[src/rtl/sliding_window_fifo_pkg.sv]
// Shared defaults and width helper for the sliding-window FIFO and its neighbours
// (PE array, fetch controller).
package sliding_window_fifo_pkg;

    localparam int DEF_DATA_W    = 4;
    localparam int DEF_DEPTH     = 8;
    localparam int DEF_PAR_WRITE = 2;
    localparam int DEF_PAR_READ  = 3;
    localparam int DEF_STRIDE    = 1;

    // Width needed to hold values 0..v-1, never less than one bit.
    function automatic int clog2_min1(input int v);
        return (v <= 2) ? 1 : $clog2(v);
    endfunction

endpackage

[src/rtl/sliding_window_fifo_ring_ptr_add.sv]
// Combinational ring address step: (ptr + inc) mod DEPTH.
// The wrap is done with compare-and-subtract, so DEPTH does not need to be a power of two.
module sliding_window_fifo_ring_ptr_add
    import sliding_window_fifo_pkg::*;
#(
    parameter int DEPTH = DEF_DEPTH,
    parameter int PTR_W = clog2_min1(DEPTH)
) (
    input  logic [PTR_W-1:0] ptr,
    input  logic [PTR_W:0]   inc,
    output logic [PTR_W-1:0] sum
);

    logic [PTR_W:0] raw;

    // ptr < DEPTH and inc <= DEPTH, so a single subtraction always suffices.
    assign raw = {1'b0, ptr} + inc;
    assign sum = PTR_W'((raw >= (PTR_W+1)'(DEPTH)) ? raw - (PTR_W+1)'(DEPTH) : raw);

endmodule

[src/rtl/sliding_window_fifo.sv]
// Ring buffer with PAR_WRITE-wide pushes and a PAR_READ-wide read window
// that retires STRIDE words per pop; feeds overlapping windows to the PE array.
module sliding_window_fifo
    import sliding_window_fifo_pkg::*;
#(
    parameter int DATA_W    = DEF_DATA_W,
    parameter int DEPTH     = DEF_DEPTH,
    parameter int PAR_WRITE = DEF_PAR_WRITE,
    parameter int PAR_READ  = DEF_PAR_READ,
    parameter int STRIDE    = DEF_STRIDE,
    parameter int PTR_W     = clog2_min1(DEPTH),
    parameter int CNT_W     = clog2_min1(DEPTH + 1)
) (
    input  logic                          clk,
    input  logic                          rst,
    input  logic                          flush,
    input  logic                          wr_valid,
    output logic                          wr_ready,
    input  logic [PAR_WRITE*DATA_W-1:0]   din,
    output logic                          rd_valid,
    input  logic                          rd_ready,
    output logic [PAR_READ*DATA_W-1:0]    dout,
    output logic [CNT_W-1:0]              count,
    output logic                          empty
);

    if (STRIDE < 1 || STRIDE > PAR_READ) begin : g_bad_stride
        $error("sliding_window_fifo: STRIDE must be within 1..PAR_READ");
    end
    if (DEPTH < PAR_WRITE || DEPTH < PAR_READ) begin : g_bad_depth
        $error("sliding_window_fifo: DEPTH must be >= max(PAR_WRITE, PAR_READ)");
    end

    logic [DATA_W-1:0] mem [DEPTH];
    logic [PTR_W-1:0]  wr_ptr, rd_ptr, wr_ptr_nxt, rd_ptr_nxt;
    logic [PTR_W-1:0]  wr_addr [PAR_WRITE];
    logic [PTR_W-1:0]  rd_addr [PAR_READ];
    logic [CNT_W-1:0]  count_q, count_nxt;
    logic              push, pop;

    // Handshakes look only at the registered count, so a pop never frees space in the same cycle.
    assign wr_ready = (count_q <= CNT_W'(DEPTH - PAR_WRITE));
    assign rd_valid = (count_q >= CNT_W'(PAR_READ));
    assign empty    = (count_q == '0);
    assign count    = count_q;
    assign push     = wr_valid & wr_ready;
    assign pop      = rd_ready & rd_valid;

    sliding_window_fifo_ring_ptr_add #(.DEPTH(DEPTH), .PTR_W(PTR_W)) u_wr_step (
        .ptr (wr_ptr),
        .inc ((PTR_W+1)'(PAR_WRITE)),
        .sum (wr_ptr_nxt)
    );

    sliding_window_fifo_ring_ptr_add #(.DEPTH(DEPTH), .PTR_W(PTR_W)) u_rd_step (
        .ptr (rd_ptr),
        .inc ((PTR_W+1)'(STRIDE)),
        .sum (rd_ptr_nxt)
    );

    for (genvar k = 0; k < PAR_WRITE; k++) begin : g_wr_lane
        sliding_window_fifo_ring_ptr_add #(.DEPTH(DEPTH), .PTR_W(PTR_W)) u_addr (
            .ptr (wr_ptr),
            .inc ((PTR_W+1)'(k)),
            .sum (wr_addr[k])
        );
    end

    for (genvar k = 0; k < PAR_READ; k++) begin : g_rd_lane
        sliding_window_fifo_ring_ptr_add #(.DEPTH(DEPTH), .PTR_W(PTR_W)) u_addr (
            .ptr (rd_ptr),
            .inc ((PTR_W+1)'(k)),
            .sum (rd_addr[k])
        );
        assign dout[k*DATA_W +: DATA_W] = rd_valid ? mem[rd_addr[k]] : '0;
    end

    always_comb begin
        count_nxt = count_q;
        if (push) count_nxt = count_nxt + CNT_W'(PAR_WRITE);
        if (pop)  count_nxt = count_nxt - CNT_W'(STRIDE);
    end

    always_ff @(posedge clk) begin
        if (rst) begin
            wr_ptr  <= '0;
            rd_ptr  <= '0;
            count_q <= '0;
            for (int i = 0; i < DEPTH; i++) mem[i] <= '0;
        end else if (flush) begin
            // Storage is intentionally left as-is; only the bookkeeping is cleared.
            wr_ptr  <= '0;
            rd_ptr  <= '0;
            count_q <= '0;
        end else begin
            if (push) begin
                wr_ptr <= wr_ptr_nxt;
                for (int k = 0; k < PAR_WRITE; k++) mem[wr_addr[k]] <= din[k*DATA_W +: DATA_W];
            end
            if (pop) rd_ptr <= rd_ptr_nxt;
            count_q <= count_nxt;
        end
    end

endmodule

[config.mk]
export PLATFORM = sky130hd
export DESIGN_NAME = sliding_window_fifo
export DESIGN_NICKNAME = d
export VERILOG_FILES = /design/src/rtl/sliding_window_fifo_pkg.sv /design/src/rtl/sliding_window_fifo_ring_ptr_add.sv /design/src/rtl/sliding_window_fifo.sv
export SDC_FILE = /design/constraint.sdc
export NUM_CORES = 1
export LEC_CHECK = 0
export ABC_AREA = 1
export ABC_CLOCK_PERIOD_IN_PS = 2000
export CORE_MARGIN = 4
export CORE_UTILIZATION = 25
export DETAILED_ROUTE_END_ITERATION = 6
export PLACE_DENSITY = 0.49
export RECOVER_POWER = 25
export SLEW_MARGIN = 20
export SYNTH_ARGS = -nofsm -noshare
export SYNTH_HDL_FRONTEND = slang
export SYNTH_SLANG_ARGS = --single-unit
[constraint.sdc]
create_clock -name clk -period 2 [get_ports clk]
set_clock_uncertainty 0.1 [all_clocks]
set_input_delay 0.2 -clock clk [delete_from_list [all_inputs] [get_ports clk]]
set_output_delay 0.2 -clock clk [all_outputs]
set_load 0.05 [all_outputs]
# Word level (Yosys, flattened, before mapping)
# Memory sizes are Yosys's and may differ from the RTL's.
# Index checks and enable logic that the tools add are counted.
[totals]
n_memories = 1
inputBits = 13
register_bits = 10
mem_bits_rw = 32
[op_classes]
order_cmp = 8
muxes = 23
n_reduce_logical = 4
n_bitwise = 2
n_addsub = 12
[mem_list]
columns = ["name", "words", "word_bits", "read_ports", "rd_ports_with_merged_regs", "write_ports", "line_no", "text"]
rows = [
  ["mem", 8, 4, 3, 0, 8, "sliding_window_fifo.sv:34", "logic [DATA_W-1:0] mem [DEPTH];"],
]
[ops]
columns = ["op", "count"]
rows = [
  ["2-to-1 mux 4 bit", 7],
  ["2-to-1 mux 3 bit", 8],
  ["subtractor 3 x 1 -> 3 bit (second input constant)", 6],
  [">= comparator 4 bit (second input constant)", 4],
  ["adder 3 x 1 -> 4 bit (second input constant)", 2],
  ["adder 3 x 2 -> 4 bit (second input constant)", 2],
  [">= comparator 3 x 4 -> 1 bit (second input constant)", 2],
  ["2-to-1 mux 1 bit", 8],
  ["OR reduction 4 bit", 2],
  ["adder 4 x 2 -> 4 bit (second input constant)", 1],
  [">= comparator 4 x 2 -> 1 bit (second input constant)", 1],
  ["less-or-equal comparator 4 x 3 -> 1 bit (second input constant)", 1],
  ["logical NOT 4 bit", 1],
  ["subtractor 4 x 1 -> 4 bit (second input constant)", 1],
  ["AND 1 bit", 2],
  ["OR reduction 2 bit", 1],
]

# Depth between registers and ports, before layout
# Gate-level depths: netlist of the first run.
[logic_depth]
depth_word = 8
ltp_mapped = 9
depth_no_buf = 9

# By module
# From an unflattened synthesis of the first run, not the netlist that was laid out.
[hier_totals]
cells_unflattened = 498
area_unflattened_um2 = 3442.1
[modules_own_cells]
columns = ["mod", "area_per_inst_um2", "instances", "cells_each"]
rows = [
  ["sliding_window_fifo", 2934.1, 1, 414],
  ["sliding_window_fifo_ring_ptr_add", 72.6, 7, 12],
]

# Least setup slack after synthesis of the first run
# OpenSTA, ideal clock, no wires.
[synth_path]
kind = "reg2out"
from = "register count_q[1] (netlist: count[1])"
to = "output dout[10]"
required_time_ps = 1700
stages_incl_launch_ff = 6
slack_ps = -584
arrival_ps = 2284
cell_sequence = "dfxtp_1 nand2_1 nand2_2 buf_2 inv_1 a31oi_1"
[synth_between]
elab_chain_cells = 2
[synth_rtl]
columns = ["element", "line_no", "text"]
rows = [
  ["from (decl)", "sliding_window_fifo.sv:38", "logic [CNT_W-1:0] count_q, count_nxt;"],
  ["from (signal assigned)", "sliding_window_fifo.sv:101", "count_q <= count_nxt;"],
  [">= comparator 4 x 2 -> 1 bit", "sliding_window_fifo.sv:43", "assign rd_valid = (count_q >= CNT_W'(PAR_READ));"],
  ["net rd_valid", "sliding_window_fifo.sv:20", "output logic rd_valid,"],
  ["2-to-1 mux 4 bit", "sliding_window_fifo.sv:75", "assign dout[k*DATA_W +: DATA_W] = rd_valid ? mem[rd_addr[k]] : '0;"],
  ["to (decl)", "sliding_window_fifo.sv:22", "output logic [PAR_READ*DATA_W-1:0] dout,"],
]
# The timed path passes the listed nets, and every way through them passes these cells.

# Worst setup path after layout of the first run
[layout_path]
from = "register rd_ptr[1]"
to = "output dout[6]"
[layout_between]
elab_chain_cells = 5
elab_cells_between_ends = 6
cone_classes = "add/sub: 2; order compare: 1; mux: 2; memory: 1"
[layout_rtl]
columns = ["element", "line_no", "text"]
rows = [
  ["from (decl)", "sliding_window_fifo.sv:35", "logic [PTR_W-1:0] wr_ptr, rd_ptr, wr_ptr_nxt, rd_ptr_nxt;"],
  ["from (signal assigned)", "sliding_window_fifo.sv:100", "if (pop) rd_ptr <= rd_ptr_nxt;"],
  ["adder 3 x 1 -> 4 bit (*)", "sliding_window_fifo_ring_ptr_add.sv:17", "assign raw = {1'b0, ptr} + inc;"],
  ["net g_rd_lane[1].u_addr.raw[1]", "sliding_window_fifo_ring_ptr_add.sv:14", "logic [PTR_W:0] raw;"],
  [">= comparator 4 bit / subtractor 3 x 1 -> 3 bit (equally long branches)", "sliding_window_fifo_ring_ptr_add.sv:18", "assign sum = PTR_W'((raw >= (PTR_W+1)'(DEPTH)) ? raw - (PTR_W+1)'(DEPTH) : raw);"],
  ["2-to-1 mux 3 bit (*)", "sliding_window_fifo_ring_ptr_add.sv:18", ""],
  ["memory read (8 x 4 bit) (*)", "--", ""],
  ["2-to-1 mux 4 bit (*)", "sliding_window_fifo.sv:75", ""],
]
# The timed path passes the listed nets; every way through them passes the cells marked *.

==> metrics.txt, run 1 <==
# TYPE chip_impl_metric gauge
chip_impl_info{name="run_status",value="complete, no violations"} 1
chip_impl_metric{name="cts.hold.buffers_added",unit=""} 0
chip_impl_metric{name="timing.final.hold_violations",unit=""} 0
chip_impl_metric{name="numClockSinks",unit=""} 44
chip_impl_info{name="critPathLaunchType",value="flop"} 1
chip_impl_metric{name="multiInputGateArea",unit="um^2"} 1394
chip_impl_metric{name="slew_viol_final",unit=""} 0
chip_impl_metric{name="critPathRequiredTime",unit="ns"} 1.70
chip_impl_metric{name="numCtsBuffers",unit=""} 5
chip_impl_info{name="most-common-layout-cells",value="nor2_1, inv_1, nand2_1"} 1
chip_impl_metric{name="first_global_vias",unit=""} 2307
chip_impl_metric{name="post_route_cells_drive_above_1_share",unit="%"} 26.87
chip_impl_info{name="min_from",value="wr_ptr[2]"} 1
chip_impl_metric{name="synth_seq_area_share",unit="%"} 45.20
chip_impl_metric{name="clock_path_buffers",unit=""} 2
chip_impl_metric{name="r2r_slack",unit="ns"} 0.36
chip_impl_metric{name="grt.total_usage",unit="%"} 12.25
chip_impl_metric{name="final_cells",unit=""} 523
chip_impl_metric{name="finish.instance_area",unit="um^2"} 3776
chip_impl_metric{name="critical_path_peak_fanout",unit=""} 5
chip_impl_metric{name="placed_cells_incl_taps",unit=""} 502
chip_impl_metric{name="die_x",unit="um"} 111.1
chip_impl_metric{name="wire_length_of_the_first_global_routing_pass",unit="mm"} 12.21
chip_impl_metric{name="gp_congestion",unit=""} 0.8764
chip_impl_metric{name="power_leakage",unit="uW"} 0.001460
chip_impl_metric{name="routedWlPerCell",unit="um"} 14.68
chip_impl_metric{name="syn-num-nets",unit=""} 357
chip_impl_metric{name="period_share",unit="%"} 99.80
chip_impl_metric{name="die_area",unit="um^2"} 12340
chip_impl_metric{name="timing.reg2reg.worst_path_depth",unit=""} 5
chip_impl_metric{name="areaGrowthSynthToFinish",unit="%"} 42.09
chip_impl_metric{name="irDropWorstVdd",unit="mV"} 0.2851
chip_impl_metric{name="max_freq",unit="MHz"} 501.0
chip_impl_metric{name="io_pins",unit=""} 32
chip_impl_metric{name="nFillCells",unit=""} 1053
chip_impl_info{name="worst-setup-path-type",value="reg -> out"} 1
chip_impl_info{name="ys_dominant_reg_cell",value="edfxtp_1"} 1
chip_impl_metric{name="finalWirelength",unit="mm"} 7.680
chip_impl_metric{name="detailedRoute.firstPassIterationCount",unit=""} 4
chip_impl_metric{name="synth_enable_flop_cells",unit=""} 32
chip_impl_metric{name="postSynthRegisterBits",unit=""} 44
chip_impl_metric{name="overflow",unit=""} 0
chip_impl_metric{name="drc_errors",unit=""} 0
chip_impl_metric{name="antenna_cells_inserted",unit=""} 0
chip_impl_metric{name="final_nets",unit=""} 406
chip_impl_metric{name="dpl_cell_area",unit="um^2"} 3356
chip_impl_info{name="final_common_cell",value="nor2_1"} 1
chip_impl_metric{name="clkTransAtPathRegs",unit="ns"} 0.08
chip_impl_metric{name="yosysUniqueCellTypes",unit=""} 29
chip_impl_metric{name="ys_async_sr_fraction",unit="%"} 0
chip_impl_info{name="worst_setup_path_end_kind",value="primary output"} 1
chip_impl_metric{name="tightestPinTransition",unit="ns"} 0.4956
chip_impl_metric{name="route.antenna.remaining_nets",unit=""} 0
chip_impl_info{name="cts.root.buffer_cell",value="clkbuf_8"} 1
chip_impl_metric{name="cellPowerDensity",unit="nW/um^2"} 540.8
chip_impl_metric{name="grt_antenna_before_repair",unit=""} 0
chip_impl_metric{name="start_util",unit="%"} 25.74
chip_impl_metric{name="synthesis.instances",unit=""} 337
chip_impl_metric{name="vias_per_cell",unit=""} 4.696
chip_impl_info{name="rsz0062_at_grt",value="true"} 1
chip_impl_info{name="worstHoldPathType",value="reg -> reg"} 1
chip_impl_metric{name="utilization",unit="%"} 36.58
chip_impl_metric{name="maxCapViolCount",unit=""} 0
chip_impl_metric{name="synthesis.yosys.warnings",unit=""} 0
chip_impl_info{name="critical_path.endpoint",value="dout[6]"} 1
chip_impl_metric{name="std_cell_rows",unit=""} 37
chip_impl_metric{name="normalized_max_slew_margin",unit="%"} 66.86
chip_impl_info{name="worst_r2r_end",value="mem[6][1]"} 1
chip_impl_metric{name="detailed_place_hpwl",unit="mm"} 5.762
chip_impl_metric{name="die_y",unit="um"} 111.1
chip_impl_metric{name="final_period_minus_worst_setup_slack",unit="ns"} 1.996
chip_impl_metric{name="setup_viol",unit=""} 0
chip_impl_metric{name="place.port_buffers",unit=""} 31
chip_impl_metric{name="netlist_area",unit="um^2"} 2658
chip_impl_metric{name="grt_max_degree",unit=""} 34
chip_impl_info{name="critical_path.startpoint",value="rd_ptr[1]"} 1
chip_impl_metric{name="drt_first_iter_violations",unit=""} 145
chip_impl_metric{name="clock_tree.htree_level_count",unit=""} 2
chip_impl_metric{name="core_region_area",unit="um^2"} 10320
chip_impl_metric{name="worstPathArrival",unit="ns"} 1.70
chip_impl_info{name="r2r_start",value="count[3]"} 1
chip_impl_metric{name="synth.avg_cell_area",unit="um^2"} 7.886
chip_impl_metric{name="worstSkewPairLatency",unit="ns"} 0.30
chip_impl_metric{name="seq_area",unit="um^2"} 1216
chip_impl_info{name="tritoncts",value="yes"} 1
chip_impl_metric{name="num_vias",unit=""} 2456
-- logic make-up after synthesis --
kind of cell,count (synthesis),synth area share (%)
and+or+nand+nor,121,20.76
AOI/OAI and AO/OA,105,21.23
buffers and inverters,59,8.898
DFF,44,45.20
adders and majority gates,7,3.296
xor gates and xnor gates,1,0.6122
-- per-stage QoR --
stage	worst slack (ns)	TNS, ns	total power (uW)	hold slack [ns]
floorplan	0.002851	0	1234	0.3023
global placement	0.09716	0	1363	0.4111
detailed placement	0.08735	0	1364	0.4195
CTS	0.002332	0	2039	0.4315
global route	-0.07407	-0.2445	2139	0.4727
finish	0.003900	0	2042	0.4217
-- power breakdown --
part           switching, uW  internal [uW]  total (uW)
Sequential              33.6           1010        1050
Clock                    294            371         665
Combinational            197            135         332
Total                    525           1520        2040
-- cell usage after synthesis (4+ instances only) --
cell type / n / share of area [%]
a21oi_1: 39 / 7.3
nand2_2: 6 / 1.4
and3_1: 4 / 0.94
a31oi_1: 5 / 1.2
inv_1: 42 / 5.9
clkbuf_1: 6 / 0.85
o211ai_1: 11 / 3.1
nand2_1: 36 / 5.1
nand3_1: 13 / 2.4
edfxtp_1: 32 / 36
ha_1: 7 / 3.3
buf_2: 8 / 1.5
nor2_1: 52 / 7.3
dfxtp_1: 12 / 9.0
o21ai_0: 47 / 8.9
-- registers in the layout (all words and copies together), names as in the netlist, named ones only --
| signal | flops |
|---|---|
| mem | 32 |
| count | 4 |
| rd_ptr | 3 |
| wr_ptr | 2 |
-- cell type report --
type	instances	share of cell area [%]
clock inverters	2	0.9278
clock buffers	6	1.922
flip-flops and latches	44	32.21
inverters	43	4.838
multi-input cells	234	36.91
repair buffers	58	18.69
well taps	136	4.506
-- routing by layer --
layer	part of all wire, %	GRT usage, %	routed length [um]	vias to the layer above
li1	-	-	-	1237
met1	48	16.20	3685	1145
met2	46	19.22	3553	57
met3	2.8	2.566	218	17
met4	2.9	5.596	222	0
met5	0	0	0	-
-- worst min path at each step --
stage,cells past startpoint,slack [ns],endpoint
after floorplan,2,0.30,flop
after global placement,2,0.41,wr_ptr[2]
after detailed placement,2,0.42,wr_ptr[2]
after CTS,2,0.43,wr_ptr[2]
after global routing,2,0.47,wr_ptr[2]
final,2,0.42,wr_ptr[2]
-- worst max-delay path, stage by stage, from the launching register on --
cell and delay (ns):
dfxtp_4 0.37, ha_4 0.28, buf_8 0.14, a21oi_1 0.12
o21ai_1 0.08, nand3_1 0.08, and3_4 0.19, buf_12 0.13
-- repair_timing --
action                                  in CTS  in global routing
pin swaps                                    0                 16
resized for setup                           18                 48
endpoints found under the setup margin       9                 12
gates cloned                                 0                  3
setup buffers                                0                 10
hold endpoints to repair                     0                  0
(Power assumes the default switching activity.)
==> run 2: changes to the inputs <==
Settings changed: SLEW_MARGIN 20 to 25.
==> results of run 2 <==
Final layout, timing and power as in run 1 (identical DEF).
==> run 3: changes to the inputs <==
Settings changed: DONT_BUFFER_PORTS set to 1, PLACE_DENSITY 0.49 to 0.45, RECOVER_POWER 25 to unset.
==> run 3 against run 2 <==
Combinational power shrank 14%. Critical path depth is the same. The run now ends with setup timing left. Critical path type unchanged. Clock power grew 1%.
==> metrics.txt, run 3 (synthesis gave the netlist of run 1 again) <==
# TYPE chip_impl_metric gauge
chip_impl_metric{name="multiInputGateArea",unit="um^2"} 1365
chip_impl_info{name="slowest_stage",value="dfxtp_2"} 1
chip_impl_metric{name="largest_register_ff_count",unit=""} 32
chip_impl_metric{name="p_int",unit="uW"} 1483
chip_impl_metric{name="grt_max_degree",unit=""} 24
chip_impl_metric{name="max_freq",unit="MHz"} 485.6
chip_impl_metric{name="numCtsBuffers",unit=""} 5
chip_impl_metric{name="maxCapViolCount",unit=""} 0
chip_impl_metric{name="cellPowerDensity",unit="nW/um^2"} 568.4
chip_impl_metric{name="final_period_minus_worst_setup_slack",unit="ns"} 2.059
chip_impl_metric{name="critical_path_peak_fanout",unit=""} 8
chip_impl_metric{name="std_cell_rows",unit=""} 37
chip_impl_metric{name="detailedRoute.firstPassIterationCount",unit=""} 4
chip_impl_metric{name="critPathRequiredTime",unit="ns"} 1.70
chip_impl_metric{name="timing.setup.tns",unit="ns"} -0.1588
chip_impl_metric{name="gp_congestion",unit=""} 0.8220
chip_impl_metric{name="nFillCells",unit=""} 1058
chip_impl_metric{name="die_y",unit="um"} 111.1
chip_impl_metric{name="sequentialPowerShare",unit="%"} 52.2
chip_impl_info{name="crit_chain",value="ha_4, inv_1, a21oi_1, o21ai_0, nand3_1, and3_2, buf_12"} 1
chip_impl_metric{name="p_switching",unit="uW"} 519.8
chip_impl_metric{name="timing.final.hold_violations",unit=""} 0
chip_impl_info{name="critPathLaunchType",value="flop"} 1
chip_impl_metric{name="setup_viol",unit=""} 5
chip_impl_info{name="largest-register",value="mem"} 1
chip_impl_metric{name="tightestPinTransition",unit="ns"} 0.5467
chip_impl_metric{name="wire_length_of_the_first_global_routing_pass",unit="mm"} 12.25
chip_impl_metric{name="cts.hold.buffers_added",unit=""} 0
chip_impl_metric{name="drc_errors",unit=""} 0
chip_impl_info{name="cts.root.buffer_cell",value="clkbuf_8"} 1
chip_impl_metric{name="clock_path_buffers",unit=""} 2
chip_impl_metric{name="fin_ws",unit="ns"} -0.05915
chip_impl_metric{name="slew_viol_final",unit=""} 0
chip_impl_info{name="run_status",value="finished with violations"} 1
chip_impl_metric{name="finish.instance_area",unit="um^2"} 3523
chip_impl_metric{name="worstPathArrival",unit="ns"} 1.76
chip_impl_metric{name="period_share",unit="%"} 103.0
chip_impl_info{name="worst-setup-path-type",value="reg -> out"} 1
chip_impl_metric{name="areaGrowthSynthToFinish",unit="%"} 32.58
chip_impl_metric{name="start_util",unit="%"} 25.74
chip_impl_metric{name="drt_first_iter_violations",unit=""} 140
chip_impl_metric{name="clock_tree.htree_level_count",unit=""} 2
chip_impl_metric{name="dpl_cell_area",unit="um^2"} 3203
chip_impl_metric{name="finalWirelength",unit="mm"} 7.321
chip_impl_metric{name="irDropWorstVdd",unit="mV"} 0.3135
chip_impl_metric{name="numClockSinks",unit=""} 44
chip_impl_metric{name="clkTransAtPathRegs",unit="ns"} 0.08
chip_impl_metric{name="grt_antenna_before_repair",unit=""} 0
chip_impl_metric{name="power_leakage",unit="uW"} 0.001359
chip_impl_metric{name="clockPowerShare",unit="%"} 33.5
chip_impl_metric{name="normalized_max_slew_margin",unit="%"} 63.42
chip_impl_metric{name="place.port_buffers",unit=""} 0
chip_impl_metric{name="die_x",unit="um"} 111.1
chip_impl_metric{name="routedWlPerCell",unit="um"} 14.53
chip_impl_metric{name="worstSkewPairLatency",unit="ns"} 0.29
chip_impl_metric{name="p_comb_share",unit="%"} 14.2
chip_impl_metric{name="num_vias",unit=""} 2346
chip_impl_metric{name="setup_slack_after_placement",unit="ns"} 0.08385
chip_impl_info{name="most-common-layout-cells",value="nor2_1, inv_1, o21ai_0"} 1
chip_impl_metric{name="detailed_place_hpwl",unit="mm"} 5.674
chip_impl_metric{name="grt.total_usage",unit="%"} 12.28
chip_impl_metric{name="final.hold.worst_slack",unit="ns"} 0.01379
chip_impl_info{name="final_common_cell",value="nor2_1"} 1
chip_impl_metric{name="post_route_cells_drive_above_1_share",unit="%"} 26.63
chip_impl_metric{name="first_global_vias",unit=""} 2303
chip_impl_metric{name="io_pins",unit=""} 32
chip_impl_info{name="violations",value="setup timing"} 1
chip_impl_info{name="worst_setup_path_end_kind",value="primary output"} 1
chip_impl_metric{name="core_region_area",unit="um^2"} 10320
chip_impl_info{name="tritoncts",value="yes"} 1
chip_impl_metric{name="route.antenna.remaining_nets",unit=""} 0
chip_impl_metric{name="seq_area",unit="um^2"} 1215
chip_impl_info{name="worstHoldPathType",value="in -> reg"} 1
chip_impl_metric{name="final_nets",unit=""} 387
chip_impl_metric{name="cp_slowest_stage_delay",unit="ns"} 0.40
chip_impl_metric{name="power.share.switching",unit="%"} 25.96
chip_impl_metric{name="die_area",unit="um^2"} 12340
chip_impl_info{name="rsz0062_at_grt",value="true"} 1
chip_impl_metric{name="antenna_cells_inserted",unit=""} 0
chip_impl_metric{name="vias_per_cell",unit=""} 4.655
chip_impl_metric{name="overflow",unit=""} 0
chip_impl_metric{name="power.total",unit="uW"} 2003
## run 3: cell count changes in the layout (fill, tap and decap cells not counted), moves of 6 or more
cell,previous run,this run
clkdlybuf4s50_1,16,0
o21ai_1,20,9
o21ai_0,28,37
a21oi_1,26,32
a21oi_2,13,7
## run 3: layout make-up
class,instances,area share (%)
clock inverters,3,1.207
inverters,43,4.794
repair buffers,38,13.85
repair inverters,1,0.1420
well taps,136,4.830
flip-flops and latches,44,34.48
clock buffers,5,1.953
multi-input cells,234,38.74
## run 3: final timing paths
| kind | start | to | slack, ns | cells past startpoint |
|---|---|---|---|---|
| min | rd_ready | rd_ptr[0] | 0.01 | 2 |
| min reg2reg | wr_ptr[2] | wr_ptr[2] | 0.44 | 2 |
| max | rd_ptr[1] | dout[5] | -0.06 | 7 |
| max reg2reg | count[3] | mem[4][0] | 0.32 | 5 |
## run 3: timing repair
item                       CTS  global route
cloned                       1             1
pin swaps                    4             5
setup endpoints to repair    9             9
resized for setup           28            15
buffers inserted             2             5
## run 3: worst max-delay path, delay by kind of cell (launching register included)
family,cells,cell delay (ns)
flip-flops,1,0.40
adder cells (fa/ha/maj),1,0.23
buffers and inverters,2,0.37
AND/OR/NAND/NOR,2,0.32
AO/OA/AOI/OAI,2,0.14
## run 3: metal layers
layer	global-route usage [%]	vias to the layer above	part of all wire, %	wire [um]
li1	-	1207	-	-
met1	16.86	1084	47	3476
met2	19.82	47	47	3437
met3	2.074	8	4.0	292
met4	3.731	0	1.6	116
met5	0	-	0	0
## run 3: per-stage QoR
stage | util [%] | cells
after CTS | 33.28 | 498
after floorplan | - | 337
after detailed placement | 31.03 | 487
final | 34.13 | 504
after global placement | 31.03 | 487
after global routing | 34.13 | 504
## run 3: power groups by stage
stage / clock network [uW] / registers (uW) / logic, uW
floorplan: 0 / 1060 / 176
global placement: 0 / 1070 / 267
detailed placement: 0 / 1070 / 267
CTS: 691 / 1040 / 278
global route: 732 / 1050 / 316
finish: 672 / 1050 / 285
